<file path="config.mk">
export PLATFORM = sky130hd
export DESIGN_NAME = game_sequencer
export DESIGN_NICKNAME = d
export VERILOG_FILES = /design/src/rtl/tron_pkg.sv /design/src/rtl/edge_detect.sv /design/src/rtl/game_sequencer.sv
export SDC_FILE = /design/constraint.sdc
export NUM_CORES = 1
export LEC_CHECK = 0
export ABC_AREA = 0
export CAP_MARGIN = 20
export CORE_MARGIN = 5
export CORE_UTILIZATION = 48
export CTS_BUF_LIST = sky130_fd_sc_hd__clkbuf_16
export DETAILED_ROUTE_END_ITERATION = 16
export MAX_ROUTING_LAYER = met4
export PLACE_DENSITY_LB_ADDON = 0.3
export SLEW_MARGIN = 20
export SYNTH_ARGS = -nofsm -noshare
export SYNTH_HDL_FRONTEND = slang
export SYNTH_SLANG_ARGS = --single-unit
</file>
<file path="constraint.sdc">
create_clock -name Clk -period 1.8 [get_ports Clk]
set_input_delay 0.36 -clock Clk [delete_from_list [all_inputs] [get_ports Clk]]
set_output_delay 0.36 -clock Clk [all_outputs]
set_load 0.02 [all_outputs]
</file>
<file path="src/rtl/tron_pkg.sv">
`default_nettype none
// ============================================================================
//  Module      : tron_pkg
//  Description : Shared types and constants for the Tron game sequencer:
//                the game state encoding seen by the score block, winner
//                codes and default frame counts.
//  Revision    : 1.0 - initial release
// ============================================================================
package tron_pkg;

    // Game_State encoding; MENU (0) doubles as the score block's clear.
    typedef enum logic [2:0] {
        ST_MENU       = 3'd0,
        ST_COUNTDOWN  = 3'd1,
        ST_PLAYING    = 3'd2,
        ST_ROUND_OVER = 3'd3,
        ST_GAME_OVER  = 3'd4,
        ST_PAUSED     = 3'd5
    } game_state_t;

    // Winner codes; bit 1 = red, bit 0 = blue, so both set reads as a draw.
    localparam logic [1:0] c_WINNER_NONE = 2'd0;
    localparam logic [1:0] c_WINNER_BLUE = 2'd1;
    localparam logic [1:0] c_WINNER_RED  = 2'd2;
    localparam logic [1:0] c_WINNER_DRAW = 2'd3;

    localparam int c_COUNTDOWN_FRAMES_DEF  = 60;
    localparam int c_ROUND_OVER_FRAMES_DEF = 90;

    // First digit shown when a countdown starts.
    localparam logic [1:0] c_COUNTDOWN_FIRST = 2'd3;

    // Frame counts are held in an 8-bit counter.
    function automatic logic [7:0] frames_to_count(input int frames);
        return 8'(frames);
    endfunction

endpackage
`default_nettype wire

</file>
<file path="src/rtl/edge_detect.sv">
`default_nettype none
// ============================================================================
//  Module      : edge_detect
//  Description : Two-flop synchronizer followed by a rising-edge detector.
//                Produces a single-cycle pulse per low-to-high transition
//                of an asynchronous or slow level input.
//  Ports       : Clk    - system clock
//                Reset  - synchronous active-high reset
//                i_sig  - level input (any domain)
//                o_rise - one-cycle pulse in the Clk domain
//  Revision    : 1.0 - initial release
// ============================================================================
module edge_detect (
    input  logic Clk,
    input  logic Reset,
    input  logic i_sig,
    output logic o_rise
);

    logic r_sync1;
    logic r_sync2;
    logic r_prev;

    always_ff @(posedge Clk) begin
        if (Reset) begin
            r_sync1 <= 1'b0;
            r_sync2 <= 1'b0;
            r_prev  <= 1'b0;
        end else begin
            r_sync1 <= i_sig;
            r_sync2 <= r_sync1;
            r_prev  <= r_sync2;
        end
    end

    assign o_rise = r_sync2 & ~r_prev;

endmodule
`default_nettype wire

</file>
<file path="src/rtl/game_sequencer.sv">
`default_nettype none
// ============================================================================
//  Module      : game_sequencer
//  Description : Top-level game flow controller for the Tron bike game:
//                MENU -> COUNTDOWN (3,2,1) -> PLAYING -> ROUND_OVER /
//                GAME_OVER, timed by the frame clock.
//  Config      : TRON_PAUSE_EN - adds the pause_key port and PAUSED state.
//  Ports       : Clk, Reset           - clock, synchronous active-high reset
//                frame_clk            - ~60 Hz frame clock (resynchronised)
//                start_key, pause_key - key levels, rising edges act
//                reset_round          - pulse: a round was lost
//                Blue_W, Red_W        - win flags from the score block
//                Game_State           - current state code
//                countdown            - digit 3/2/1 in COUNTDOWN, else 0
//                move_en              - bikes may advance (PLAYING only)
//                round_init           - pulse on each entry to COUNTDOWN
//                winner               - 0 none, 1 blue, 2 red, 3 draw
//  Revision    : 1.0 - initial release
// ============================================================================
module game_sequencer
    import tron_pkg::*;
#(
    parameter int COUNTDOWN_FRAMES  = c_COUNTDOWN_FRAMES_DEF,
    parameter int ROUND_OVER_FRAMES = c_ROUND_OVER_FRAMES_DEF
) (
    input  logic       Clk,
    input  logic       Reset,
    input  logic       frame_clk,
    input  logic       start_key,
`ifdef TRON_PAUSE_EN
    input  logic       pause_key,
`endif
    input  logic       reset_round,
    input  logic       Blue_W,
    input  logic       Red_W,
    output logic [2:0] Game_State,
    output logic [1:0] countdown,
    output logic       move_en,
    output logic       round_init,
    output logic [1:0] winner
);

    localparam logic [7:0] c_CD_LOAD = frames_to_count(COUNTDOWN_FRAMES);
    localparam logic [7:0] c_RO_LOAD = frames_to_count(ROUND_OVER_FRAMES);

    game_state_t r_state;
    game_state_t w_state_nxt;
    logic [7:0]  r_cnt;
    logic [7:0]  w_cnt_nxt;
    logic [1:0]  r_digit;
    logic [1:0]  w_digit_nxt;
    logic [1:0]  r_winner;
    logic [1:0]  w_winner_nxt;
    logic        r_move_en;
    logic        r_round_init;

    logic        w_frame_tick;
    logic        w_start_rise;
    logic        w_win;
    logic        w_expire;
    logic        w_entering;

    // ------------------------------------------------------------------
    // Input conditioning
    // ------------------------------------------------------------------
    edge_detect u_frame_edge (
        .Clk    (Clk),
        .Reset  (Reset),
        .i_sig  (frame_clk),
        .o_rise (w_frame_tick)
    );

    edge_detect u_start_edge (
        .Clk    (Clk),
        .Reset  (Reset),
        .i_sig  (start_key),
        .o_rise (w_start_rise)
    );

`ifdef TRON_PAUSE_EN
    logic w_pause_rise;

    edge_detect u_pause_edge (
        .Clk    (Clk),
        .Reset  (Reset),
        .i_sig  (pause_key),
        .o_rise (w_pause_rise)
    );
`endif

    assign w_win    = Blue_W | Red_W;
    assign w_expire = w_frame_tick && (r_cnt == 8'd1);

    // ------------------------------------------------------------------
    // Next-state logic; win flags outrank reset_round, which outranks pause.
    // ------------------------------------------------------------------
    always_comb begin
        w_state_nxt = r_state;
        case (r_state)
            ST_MENU: begin
                if (w_start_rise)
                    w_state_nxt = ST_COUNTDOWN;
            end
            ST_COUNTDOWN: begin
                if (w_expire && (r_digit == 2'd1))
                    w_state_nxt = ST_PLAYING;
            end
            ST_PLAYING: begin
                if (w_win)
                    w_state_nxt = ST_GAME_OVER;
                else if (reset_round)
                    w_state_nxt = ST_ROUND_OVER;
`ifdef TRON_PAUSE_EN
                else if (w_pause_rise)
                    w_state_nxt = ST_PAUSED;
`endif
            end
            ST_ROUND_OVER: begin
                // The score block raises a win one cycle after reset_round,
                // so a win here must still end the game.
                if (w_win)
                    w_state_nxt = ST_GAME_OVER;
                else if (w_expire)
                    w_state_nxt = ST_COUNTDOWN;
            end
            ST_GAME_OVER: begin
                if (w_start_rise)
                    w_state_nxt = ST_MENU;
            end
`ifdef TRON_PAUSE_EN
            ST_PAUSED: begin
                if (w_win)
                    w_state_nxt = ST_GAME_OVER;
                else if (reset_round)
                    w_state_nxt = ST_ROUND_OVER;
                else if (w_pause_rise)
                    w_state_nxt = ST_PLAYING;
            end
`endif
            default: w_state_nxt = ST_MENU;
        endcase
    end

    // ------------------------------------------------------------------
    // Counter, digit and winner next values. Every state entry reloads the
    // frame counter; within COUNTDOWN each digit expiry reloads it again.
    // ------------------------------------------------------------------
    always_comb begin
        w_entering   = (w_state_nxt != r_state);
        w_cnt_nxt    = r_cnt;
        w_digit_nxt  = r_digit;
        w_winner_nxt = r_winner;

        if (w_entering) begin
            case (w_state_nxt)
                ST_COUNTDOWN:  w_cnt_nxt = c_CD_LOAD;
                ST_ROUND_OVER: w_cnt_nxt = c_RO_LOAD;
                default:       w_cnt_nxt = 8'd0;
            endcase

            if (w_state_nxt == ST_COUNTDOWN)
                w_digit_nxt = c_COUNTDOWN_FIRST;
            else
                w_digit_nxt = 2'd0;

            if (w_state_nxt == ST_GAME_OVER)
                w_winner_nxt = {Red_W, Blue_W};
            else if (w_state_nxt == ST_MENU)
                w_winner_nxt = c_WINNER_NONE;
        end else if (w_frame_tick && (r_cnt != 8'd0)) begin
            if ((r_state == ST_COUNTDOWN) && (r_cnt == 8'd1)) begin
                w_cnt_nxt   = c_CD_LOAD;
                w_digit_nxt = r_digit - 2'd1;
            end else begin
                w_cnt_nxt = r_cnt - 8'd1;
            end
        end
    end

    // ------------------------------------------------------------------
    // State and output registers
    // ------------------------------------------------------------------
    always_ff @(posedge Clk) begin
        if (Reset) begin
            r_state      <= ST_MENU;
            r_cnt        <= 8'd0;
            r_digit      <= 2'd0;
            r_winner     <= c_WINNER_NONE;
            r_move_en    <= 1'b0;
            r_round_init <= 1'b0;
        end else begin
            r_state      <= w_state_nxt;
            r_cnt        <= w_cnt_nxt;
            r_digit      <= w_digit_nxt;
            r_winner     <= w_winner_nxt;
            r_move_en    <= (w_state_nxt == ST_PLAYING);
            r_round_init <= w_entering && (w_state_nxt == ST_COUNTDOWN);
        end
    end

    assign Game_State = r_state;
    assign countdown  = r_digit;
    assign move_en    = r_move_en;
    assign round_init = r_round_init;
    assign winner     = r_winner;

endmodule
`default_nettype wire

</file>
==> reports/qor.csv, run 1 <==
metric;value;unit
hp-class;flop to flop;
fin_skew;0.00136;ns
drive_gt1_share;46.0;%
die_area;0.00370;sq mm
nets;210;
cp_data_arrival_time;2.09;ns
async_reset_ff_share;0;%
violations;setup timing;
peakVddDrop;894;uV
antenna_left;0;
io_pins;16;
dr.pass1.iters;4;
reg2reg_to;r_cnt[3];
gp_congestion;0.878;
fin_cells;228;
min_from;u_frame_edge.r_sync1;
hpwl;2780;um
seq_area;472;sq um
fillCellCount;140;
setup_violations;7;
relSlewSlack;73.8;%
maxSlewViolCount;0;
first_global_vias;1312;
grt_pass1_wl;5980;um
htreeDepth;1;
outcome;finished with violations;
synthCells;136;
synthFlopType;dfxtp_1;
p_leak;0.831;nW
cts_buffers;3;
core_area;0.00248;sq mm
fin_util;81.0;%
fmax;508;MHz
startpoint_type;flop;
hold_path_depth;1;
ys_seq_area_share;37.1;%
worstHoldEndpoint;u_frame_edge.r_sync2;
clock_tree.buffer_depth;2;
r2r_cells;6;
detail_route.wl_per_cell;18.3;um
maxCapViolations;0;
antenna_found_initial;0;
drc;0;
vias_per_cell;5.98;
r2r-start;r_cnt[4];
cp-end-kind;flop;
syn-cell-area;0.00124;sq mm
area_delta_synth_final;61.9;%
rsz0062_at_grt;yes;
fin_crit_sh;109;%
placedCellCount;218;
setup_ws;-0.167;ns
diodes;0;
clock-root-buffer;clkbuf_16;
synth_edf_count;0;
multi_input_area;876;sq um
rrSetupSlack;-0.17;ns
clock-sinks;23;
period_needed;1.97;ns
die_h;60.8;um
synth_warnings;0;
yosysUniqueCellTypes;46;
worstPathRequired;1.92;ns
grt.total_usage;23.2;%
grt_overflow_total;0;
placementRows;18;
routed_wl;4180;um
cts_tree;done;
ys_seq_elements;23;
insertion_delay;0.26;ns
grt_max_degree;17;
path_max_fanout;6;
synth_nets;147;
hold_viol;0;
die-width;60.8;um
dr_total_vias;1364;
critPathKind;flop to flop;
port_buffers;15;
initial_core_util;50.1;%
clkTransAtPathRegs;0.06;ns
first_iter_violations;120;
avgSynthCellArea;9.12;sq um
pwr_density_cell;695;mW/mm^2
worst_slew_pin_slew;0.391;ns
[sequential cells by signal, indices dropped and copies added (netlist names)]
name and count:
r_cnt 8, Game_State 3, countdown 2, winner 2, move_en 1, round_init 1
u_frame_edge.r_prev 1, u_frame_edge.r_sync1 1, u_frame_edge.r_sync2 1, u_start_edge.r_prev 1, u_start_edge.r_sync1 1, u_start_edge.r_sync2 1
[kinds of logic after synthesis]
group                    after synthesis  synth area share [%]
AND/OR/NAND/NOR                       58                  27.3
AO/OA/AOI/OAI                         34                  22.6
flip-flops                            23                  37.1
buffers and inverters                 10                  3.13
XOR/XNOR                               4                  2.83
adder cells (fa/ha/maj)                4                  4.04
multiplexers                           3                  2.93
[layout by cell type, fill, tap and decap left out, drive strengths merged, types with 2 or more instances in the layout]
master,count
o211ai,5
a31oi,2
o21ai,3
nand2b,3
nand3,4
mux2,2
nor2b,10
a32oi,2
o2111ai,2
o31ai,3
ha,4
a221oi,3
buf,47
and3,2
xor2,3
dfxtp,23
a21oi,4
nor2,14
nor4,3
nand2,8
nor3,5
clkbuf,3
inv,6
clkdlybuf4s50,13
or2,2
dlygate4sd2,2
[stage by stage]
| stage | total power [mW] | setup WS (ns) | instance area, sq um | hold slack [ns] | setup TNS, ns |
|---|---|---|---|---|---|
| after CTS | 1.37 | -0.135 | 1910 | 0.451 | -0.586 |
| after floorplan | 0.731 | -0.00291 | 1290 | 0.414 | -0.00487 |
| after detailed placement | 0.873 | -0.552 | 1760 | 0.436 | -5.61 |
| after global routing | 1.45 | -0.220 | 2010 | 0.460 | -1.57 |
| after global placement | 0.861 | -0.422 | 1760 | 0.428 | -4.48 |
| final | 1.39 | -0.167 | 2010 | 0.444 | -0.797 |
[layer usage]
metal	track usage [%]	share of wire [%]	wire [um]	vias up
met4	8.36	4.2	176	0
li1	-	-	-	634
met3	7.23	7.6	317	21
met1	23.1	38	1590	627
met2	42.0	50	2090	82
met5	-	0	0	-
[synth_stat cells (all sizes together) (4+ instances only)]
| library cell | n | area [sq um] |
|---|---|---|
| nor3 | 5 | 25.0 |
| nor2b | 10 | 62.6 |
| nand2 | 8 | 30.0 |
| a21oi | 4 | 20.0 |
| nor2 | 14 | 52.6 |
| ha | 4 | 50.1 |
| dfxtp | 23 | 460 |
| o211ai | 5 | 37.5 |
| nand3 | 4 | 20.0 |
| inv | 6 | 22.5 |
[critical path, cell delays in order (launching register included)]
cell and delay [ns]:
dfxtp_4 0.35, or4_4 0.54, nor4_4 0.17, mux2_4 0.35, o2111ai_4 0.16, buf_6 0.15, a41oi_2 0.11
[repair_timing]
| action | in CTS | in global routing |
|---|---|---|
| setup buffers | 1 | 5 |
| setup endpoints to repair | 13 | 12 |
| resized for setup | 18 | 16 |
| pin swaps | 8 | 6 |
| hold buffers | 0 | 0 |
[final cells by class]
class	instances	share of cell area, %
clock buffers	3	3.74
flip-flops and latches	23	23.5
inverters	6	1.12
repair buffers	62	25.9
multi-input cells	103	43.6
clock inverters	1	0.249
well taps	30	1.87
[power by group]
group          switching [mW]  leakage [nW]  internal, mW  total (mW)
combinational           0.179         0.599         0.189       0.368
sequential             0.0189         0.191         0.534       0.553
clock                   0.175        0.0409         0.299       0.474
[worst max path at each step]
stage | to | startpoint | cells after the start | slack [ns]
after floorplan | countdown[0] | Game_State[0] | 7 | -0.003
after global placement | countdown[0] | Red_W | 5 | -0.42
after detailed placement | countdown[1] | Red_W | 5 | -0.55
after CTS | r_cnt[3] | r_cnt[4] | 6 | -0.14
after global routing | countdown[1] | r_cnt[4] | 7 | -0.22
final | r_cnt[3] | r_cnt[4] | 6 | -0.17
Power figures use the tool's default switching activity.
==> inputs of run 2 (changes only) <==
- CORE_UTILIZATION: 48 -> 30
- CTS_BUF_LIST: sky130_fd_sc_hd__clkbuf_16 -> default
- HOLD_SLACK_MARGIN: default -> 0.03
==> reports/qor.csv, run 2 (same netlist as run 1, synthesis figures left out) <==
metric;value;unit;change
cpLargestDelayFamily;simple AND/OR/NAND/NOR gates;;unchanged
insertion_delay;0.27;ns;was 0.26 ns
finalPower;1.22;mW;was 1.39 mW
die-width;74.3;um;was 60.8 um
pwr_density_cell;639;mW/mm^2;was 695 mW/mm^2
grt.total_usage;13.4;%;was 23.2%
cp_num_buf_inv;0;;was 1
diodes;0;;unchanged
fmax;532;MHz;was 508 MHz
hold_viol;0;;unchanged
ctsHoldBuffers;0;;unchanged
core_area;0.00400;sq mm;was 0.00248 sq mm
critPathKind;flop to flop;;unchanged
period_needed;1.88;ns;was 1.97 ns
fin_crit_sh;104;%;was 109%
antenna_found_initial;0;;unchanged
place_ws;-0.559;ns;was -0.552 ns
maxSlewViolCount;0;;unchanged
clock-root-buffer;clkbuf_8;;was clkbuf_16
violations;setup timing;;unchanged
drc;0;;unchanged
routed_wl;3340;um;was 4180 um
cp_data_arrival_time;2.01;ns;was 2.09 ns
cp-end-kind;flop;;unchanged
worstPathRequired;1.93;ns;was 1.92 ns
clock-sinks;23;;unchanged
setup_ws;-0.0795;ns;was -0.167 ns
cp_slowest_cell;or4_4;;unchanged
final_cell_mix;37 x buf_4, 17 x dfxtp_1, 14 x nor2_1;;was 42 x buf_4, 16 x dfxtp_1, 14 x nor2_1
seq_area;468;sq um;was 472 sq um
nets;201;;was 210
worst_slew_pin_slew;0.393;ns;was 0.391 ns
hp-class;flop to flop;;unchanged
p_leak;0.760;nW;was 0.831 nW
finalSetupTns;-0.408;ns;was -0.797 ns
grt_max_degree;17;;unchanged
peakVddDrop;578;uV;was 894 uV
placementRows;23;;was 18
maxCapViolations;0;;unchanged
fin_cells;239;;was 228
setup_violations;7;;unchanged
crit_chain;or4_4, nor4_4, mux2_4, o2111ai_4, a41oi_2;;was or4_4, nor4_4, mux2_4, o2111ai_4, buf_6, a41oi_2
initial_core_util;31.0;%;was 50.1%
drive_gt1_share;41.3;%;was 46.0%
htreeDepth;1;;unchanged
first_global_vias;1199;;was 1312
fin_skew;0.00247;ns;was 0.00136 ns
die_h;74.3;um;was 60.8 um
relSlewSlack;73.8;%;about the same
grt_overflow_total;0;;unchanged
detail_route.wl_per_cell;14.0;um;was 18.3 um
gp_congestion;0.852;;was 0.878
antenna_left;0;;unchanged
cts_tree;done;;unchanged
startpoint_type;flop;;unchanged
hpwl;2570;um;was 2780 um
final_common_cell;buf_4;;unchanged
die_area;0.00552;sq mm;was 0.00370 sq mm
clkTransAtPathRegs;0.08;ns;was 0.06 ns
clock_tree.buffer_depth;2;;unchanged
placedCellCount;229;;was 218
rsz0062_at_grt;yes;;unchanged
largest_reg_flops;8;;unchanged
cts_buffers;3;;unchanged
dr_total_vias;1224;;was 1364
grt_pass1_wl;5500;um;was 5980 um
top_register;r_cnt;;unchanged
dr.pass1.iters;4;;unchanged
port_buffers;15;;unchanged
first_iter_violations;67;;was 120
vias_per_cell;5.12;;was 5.98
path_max_fanout;7;;was 6
fillCellCount;367;;was 140
outcome;finished with violations;;unchanged
io_pins;16;;unchanged
area_delta_synth_final;54.6;%;was 61.9%
multi_input_area;881;sq um;was 876 sq um
max_stage_delay;0.57;ns;was 0.54 ns
fin_util;47.9;%;was 81.0%
==> run 2: worst paths after layout <==
check	startpoint	end	slack (ns)	cells past startpoint
setup / recovery	r_cnt[5]	r_cnt[3]	-0.08	5
hold / removal	u_frame_edge.r_sync1	u_frame_edge.r_sync2	0.45	1
setup reg to reg	r_cnt[5]	r_cnt[3]	-0.08	5
hold reg to reg	u_frame_edge.r_sync1	u_frame_edge.r_sync2	0.45	1
==> run 2: power by group <==
| group | internal [mW] | switching (mW) |
|---|---|---|
| Clock | 0.155 | 0.167 |
| Combinational | 0.181 | 0.172 |
| Sequential | 0.533 | 0.0169 |
| Total | 0.869 | 0.356 |
==> run 2: cell type report <==
type	count	share of cell area [%]
Clock buffer	3	2.15
Clock inverter	1	0.261
Inverter	6	1.17
Multi-Input combinational cell	103	46.0
Sequential cell	23	24.4
Tap cell	50	3.26
Timing Repair Buffer	53	22.8
==> run 2: routing by layer <==
layer / GRT usage [%] / part of all wire (%) / vias up
li1: - / - / 616
met1: 17.2 / 50 / 585
met2: 20.7 / 46 / 19
met3: 3.65 / 3.0 / 4
met4: 3.95 / 1.1 / 0
met5: - / 0 / -
==> run 2: through the flow <==
step | hold slack [ns] | area [sq um]
finish | 0.446 | 1920
global route | 0.477 | 1920
CTS | 0.454 | 1850
detailed placement | 0.435 | 1720
global placement | 0.425 | 1720
floorplan | 0.414 | 1290
==> run 2: worst reg2reg max path, delay by kind of cell (launching register included) <==
family | cells | cell delay (ns)
muxes | 1 | 0.35
DFF | 1 | 0.33
AOI/OAI and AO/OA | 2 | 0.32
and+or+nand+nor | 2 | 0.75
==> run 2: repair_timing <==
action                                 in CTS  in global routing
setup endpoints to repair                   9                 11
endpoints found under the hold margin       0                  0
cloned                                      0                  0
gates resized for setup                    13                 13
buffers inserted                            5                  1
pin swaps                                   7                  4
